==> config.mk <==
export PLATFORM = sky130hd
export DESIGN_NAME = satd_diff_streamer
export DESIGN_NICKNAME = d
export VERILOG_FILES = /design/src/rtl/satd_diff_streamer.sv
export SDC_FILE = /design/constraint.sdc
export NUM_CORES = 1
export LEC_CHECK = 0
export ABC_AREA = 1
export BUFFER_PORTS_ARGS = -buffer_cell sky130_fd_sc_hd__buf_2
export CAP_MARGIN = 20
export CORE_ASPECT_RATIO = 0.75
export CORE_UTILIZATION = 51
export CTS_CLUSTER_DIAMETER = 60
export DETAILED_ROUTE_END_ITERATION = 6
export PLACE_DENSITY = 0.82
export SETUP_SLACK_MARGIN = 0.05
export SLEW_MARGIN = 15
export SYNTH_ARGS = -nofsm -noshare
export SYNTH_HDL_FRONTEND = slang
export SYNTH_SLANG_ARGS = --single-unit
==> constraint.sdc <==
create_clock -name clk -period 6.3 [get_ports clk]
set_input_delay 1.575 -clock clk [delete_from_list [all_inputs] [get_ports clk]]
set_output_delay 1.575 -clock clk [all_outputs]
set_load 0.005 [all_outputs]
==> src/rtl/satd_diff_streamer.sv <==
// Difference front-end for the SATD/SAD datapath: takes one row of ORG/CUR pixels per handshake,
// streams ORG-CUR differences OUT_LANES per beat and reports the block sum of |diff|.
module satd_diff_streamer #(
  parameter int PIX_W     = 8,
  parameter int N_PIX     = 8,
  parameter int OUT_LANES = 1,
  parameter int MAX_ROWS  = 16,
  parameter int ABS_MODE  = 0,
  localparam int SUM_W    = PIX_W + $clog2(N_PIX * MAX_ROWS)
) (
  input  logic                           clk,
  input  logic                           rst,
  input  logic                           in_valid,
  output logic                           in_ready,
  input  logic                           in_last,
  input  logic [N_PIX*PIX_W-1:0]         ORG,
  input  logic [N_PIX*PIX_W-1:0]         CUR,
  output logic                           out_valid,
  input  logic                           out_ready,
  output logic [OUT_LANES*(PIX_W+1)-1:0] out_diff,
  output logic                           out_last,
  output logic                           sad_valid,
  output logic [SUM_W-1:0]               sad_out
);

  localparam int BEATS = N_PIX / OUT_LANES;
  localparam int CNT_W = (BEATS > 1) ? $clog2(BEATS) : 1;
  localparam int DW    = PIX_W + 1;
  localparam int LW    = OUT_LANES * PIX_W;

  localparam logic [0:0] S_IDLE = 1'b0;
  localparam logic [0:0] S_EMIT = 1'b1;

  logic [0:0]             state;
  logic [CNT_W-1:0]       cnt;
  logic [N_PIX*PIX_W-1:0] org_sr;
  logic [N_PIX*PIX_W-1:0] cur_sr;
  logic                   last_q;
  logic [SUM_W-1:0]       acc;

  logic             final_beat;
  logic             in_fire;
  logic             out_beat;
  logic [DW-1:0]    lane_diff;
  logic [DW-1:0]    lane_mag;
  logic [SUM_W-1:0] beat_sum;
  logic [SUM_W:0]   acc_sum;
  logic [SUM_W-1:0] acc_next;

  assign final_beat = (cnt == CNT_W'(BEATS - 1));
  assign out_valid  = (state == S_EMIT);
  assign out_last   = out_valid && last_q && final_beat;
  assign out_beat   = out_valid && out_ready;

  // A new row may be taken on the same edge the final beat leaves, so the stream has no bubble.
  assign in_ready = !rst && ((state == S_IDLE) || (final_beat && out_ready));
  assign in_fire  = in_valid && in_ready;

  // NOTE: every always_comb output gets a default before any conditional or loop assignment,
  // otherwise a path that skips the assignment infers a latch.
  always_comb begin
    out_diff  = '0;
    beat_sum  = '0;
    lane_diff = '0;
    lane_mag  = '0;
    for (int j = 0; j < OUT_LANES; j++) begin
      lane_diff = {1'b0, org_sr[j*PIX_W +: PIX_W]} - {1'b0, cur_sr[j*PIX_W +: PIX_W]};
      lane_mag  = lane_diff[DW-1] ? -lane_diff : lane_diff;
      out_diff[j*DW +: DW] = (ABS_MODE != 0) ? lane_mag : lane_diff;
      beat_sum  = beat_sum + SUM_W'(lane_mag);
    end
  end

  // Oversized blocks pin the sum at all-ones instead of wrapping.
  assign acc_sum  = {1'b0, acc} + {1'b0, beat_sum};
  assign acc_next = acc_sum[SUM_W] ? '1 : acc_sum[SUM_W-1:0];

  // NOTE: the pixel shift registers are reset too, because out_diff is derived from them and
  // must read zero out of reset; a partially emitted row is dropped along with them.
  always_ff @(posedge clk or posedge rst) begin
    if (rst) begin
      state     <= S_IDLE;
      cnt       <= '0;
      org_sr    <= '0;
      cur_sr    <= '0;
      last_q    <= 1'b0;
      acc       <= '0;
      sad_valid <= 1'b0;
      sad_out   <= '0;
    end else begin
      // NOTE: all state here uses non-blocking assignments so every register samples the
      // pre-edge values regardless of statement order.
      sad_valid <= 1'b0;
      if (out_beat) begin
        if (out_last) begin
          sad_out   <= acc_next;
          sad_valid <= 1'b1;
          acc       <= '0;
        end else begin
          acc <= acc_next;
        end
      end

      if (in_fire) begin
        org_sr <= ORG;
        cur_sr <= CUR;
        last_q <= in_last;
        cnt    <= '0;
        state  <= S_EMIT;
      end else if (out_beat) begin
        org_sr <= org_sr >> LW;
        cur_sr <= cur_sr >> LW;
        if (final_beat) begin
          cnt   <= '0;
          state <= S_IDLE;
        end else begin
          cnt <= cnt + CNT_W'(1);
        end
      end
    end
  end

endmodule

==> key figures <==
Detailed routing
  • Post-route DRC: 0
  • Initial DRC Count: 744
  • Final wirelength: 22.4 mm
  • Vias: 7940
  • First-pass detailed-route iteration total: 7
  • Via density per instance: 5.62
  • Final ANT Viol Nets: 0
  • Routed len/inst: 15.9 µm

Critical path
  • CP startpoint kind: flop
  • Worst Path Required: 4.72 ns
  • CP Class: flop to output port
  • Critical Path End Type: output port
  • Worst Path Arrival: 2.25 ns
  • Worst-path fanout max: 13

Power and ir drop
  • Internal power: 0.00323 W
  • Net switching power figure: 0.00290 W
  • Switch share: 47.3%
  • Sequential Power Share: 27.7%
  • Cell Pwr Density: 612 nW/µm²
  • Gate power share: 56.2%
  • P_leak: 5.23 nW
  • Clock power share: 16.1%
  • VDD IR max: 0.496 mV

Synth
  • Cell taking the most area after synthesis: dfrtp_1
  • Netlist cell types: 35
  • Ranking of synthesized cells by area: dfrtp_1 (48%), nand3_1 (19%), nand2_1 (11%)
  • Syn Nets: 1227
  • Cell Area, Synth: 8580 µm²
  • Syn_area_per_cell: 8.01 µm²
  • Syn Inst Count: 1072
  • YS warnings: 0
  • Top-area cell type share of the netlist area: 47.8%
  • Yosys reg bits: 164
  • Register area share after synthesis: 47.8%

Clock tree
  • Root buffer cell: clkbuf_16
  • CTS Sinks: 164
  • Num CTS Buffers: 17
  • Hold Buf Count CTS: 0
  • H-tree depth: 4
  • CTS tree: done
  • CTS max path bufs: 2
  • Reg clk slew, reported paths: 0.06 ns
  • Post-cts gate resize count: 0
  • Clock Latency Late Sink: 0.43 ns
  • Setup Fix Bufs, Post-CTS: 0

Cells and area
  • # fillers: 1449
  • Final nets: 1343
  • Most frequent cells in the layout: nand3_1 (334), nand2_1 (246), dfrtp_1 (164)
  • Synth-to-Final Area Change: 16.6%
  • Layout cells sized above 1: 17.6%
  • Final Instance Count excl. Fillers: 1412
  • Most common cell after layout, fill and taps aside: nand3_1

Die
  • Die Height: 114 µm
  • # rows: 40
  • Core area: 16200 µm²
  • Starting Density: 52.9%
  • Die X: 152 µm
  • Ports: 161
  • Die Footprint: 17400 µm²

Global routing
  • Vias in the first global route: 7445
  • Initial antenna violation count: 5
  • First-pass GRT wire length: 36.6 mm
  • GRT overflow: 0
  • GR Util All Layers: 26.6%
  • Largest net degree at the start of global routing: 125

Timing
  • Fin Clk Skew: 0.00878 ns
  • Slew @ Worst Pin: 1.10 ns
  • Final Slew Violations: 0
  • Maximum clock frequency: 261 MHz
  • Crit share post-route: 60.8%
  • Final Setup Violations: 0
  • Min Tclk post-route: 3.83 ns
  • Final hold violation count: 0
  • Setup_tns: 0 ns
  • RSZ-0062 raised after global routing: false
  • Slew headroom: 26.8%

Worst hold path
  • Worst hold path class: flop to flop

Outcome
  • Status: completed

Placement
  • Port Buffer Count: 160
  • Placed cell count: 1378
  • Gpl congestion: 0.936
  • DP HPWL: 15.2 mm

Job
  • Max-cap viol count: 0
## Yosys cell counts
| library cell | number |
|---|---|
| o21a_1 | 1 |
| buf_6 | 1 |
| dfrtp_1 | 164 |
| nor3_1 | 2 |
| nand2_4 | 1 |
| o22ai_1 | 1 |
| a21boi_2 | 1 |
| buf_1 | 2 |
| a21boi_1 | 10 |
| nand3_1 | 334 |
| ha_1 | 20 |
| nand2_1 | 246 |
| mux2_2 | 1 |
| clkbuf_2 | 1 |
| a21oi_4 | 1 |
| and2_1 | 3 |
| o21ai_0 | 34 |
| xor2_1 | 8 |
| fa_1 | 2 |
| inv_1 | 86 |
| buf_2 | 23 |
| xnor2_1 | 1 |
| a32o_1 | 16 |
| nor3_2 | 1 |
| or2_2 | 1 |
| clkbuf_1 | 43 |
| nand4_1 | 10 |
| nand2_2 | 3 |
| o211ai_1 | 17 |
| nand3b_1 | 1 |
| a21oi_1 | 11 |
| inv_2 | 2 |
| nor2_2 | 1 |
| nor2_1 | 22 |
| nor2_4 | 1 |
## path summary, 6_finish.rpt
kind                            startpoint  depth (start not counted)  slack [ns]           to
worst max register to register   cur_sr[0]                         22        2.52  sad_out[10]
min in group asynchronous              rst                          2        1.14   cur_sr[29]
max in group asynchronous              rst                          4        3.78   org_sr[15]
worst min-delay path            cur_sr[14]                          2        0.48   cur_sr[14]
worst min register to register  cur_sr[14]                          2        0.48   cur_sr[14]
worst max-delay path             cur_sr[5]                          6        2.47  out_diff[8]
## flip-flops by register name, summed over array words and instances, names as in the netlist
signal / flops
acc: 15
cnt: 3
cur_sr: 64
last_q: 1
org_sr: 64
out_valid: 1
sad_out: 15
sad_valid: 1
## area by class of cell
| type | count | area (µm²) | share of cell area, % |
|---|---|---|---|
| timing repair buffer | 167 | 880 | 8.79 |
| tap | 210 | 263 | 2.63 |
| multi-input combinational | 750 | 3850 | 38.5 |
| inverter | 88 | 338 | 3.38 |
| antenna | 3 | 7.51 | 0.0750 |
| clock inverter | 11 | 108 | 1.08 |
| clock buffer | 19 | 453 | 4.53 |
| sequential | 164 | 4100 | 41.0 |
## cell families (layout without fill, tap and decap cells)
family / after synthesis / count (layout) / synth area share (%)
mux: 1 / 1 / 0.131
xor+xnor: 9 / 9 / 0.918
buf+inv: 158 / 285 / 7.35
flops: 164 / 164 / 47.8
compound gates: 92 / 92 / 7.33
fa+ha+maj: 22 / 22 / 3.38
other cells: 0 / 3 / 0
simple gates: 626 / 626 / 33.1
## critical path: stages (launching register included)
cell and delay, ns:
dfrtp_1 0.35, inv_1 0.11, ha_1 0.33, a21oi_1 0.22, nand3_1 0.15, a21boi_2 0.46, buf_2 0.21
## routing by layer
| layer | GRT usage, % | up-vias | share of wire (%) |
|---|---|---|---|
| li1 | - | 3853 | - |
| met1 | 36.4 | 3753 | 45 |
| met2 | 40.8 | 272 | 45 |
| met3 | 7.42 | 56 | 7.6 |
| met4 | 9.47 | 6 | 2.5 |
| met5 | 0 | - | 0.16 |
## metrics by stage
stage                     hold slack, ns  power, W  setup WS [ns]  area, µm²  utilization (%)
final                              0.477   0.00612           2.47      10000             61.7
after floorplan                    0.446   0.00422          0.292       8580                -
after CTS                          0.479   0.00610           2.46       9970             61.5
after global placement             0.456   0.00493           2.37       9410             58.0
after global routing               0.503   0.00669           2.30      10000             61.7
after detailed placement           0.464   0.00506           2.29       9410             58.0
## power groups by stage
stage                     Sequential (W)  Clock, W  Combinational [W]
after global routing             0.00174   0.00104            0.00391
after detailed placement         0.00170         0            0.00336
final                            0.00169  0.000986            0.00344
after global placement           0.00169         0            0.00324
after CTS                        0.00169  0.000999            0.00341
after floorplan                  0.00163         0            0.00258
(Power assumes the default switching activity.)
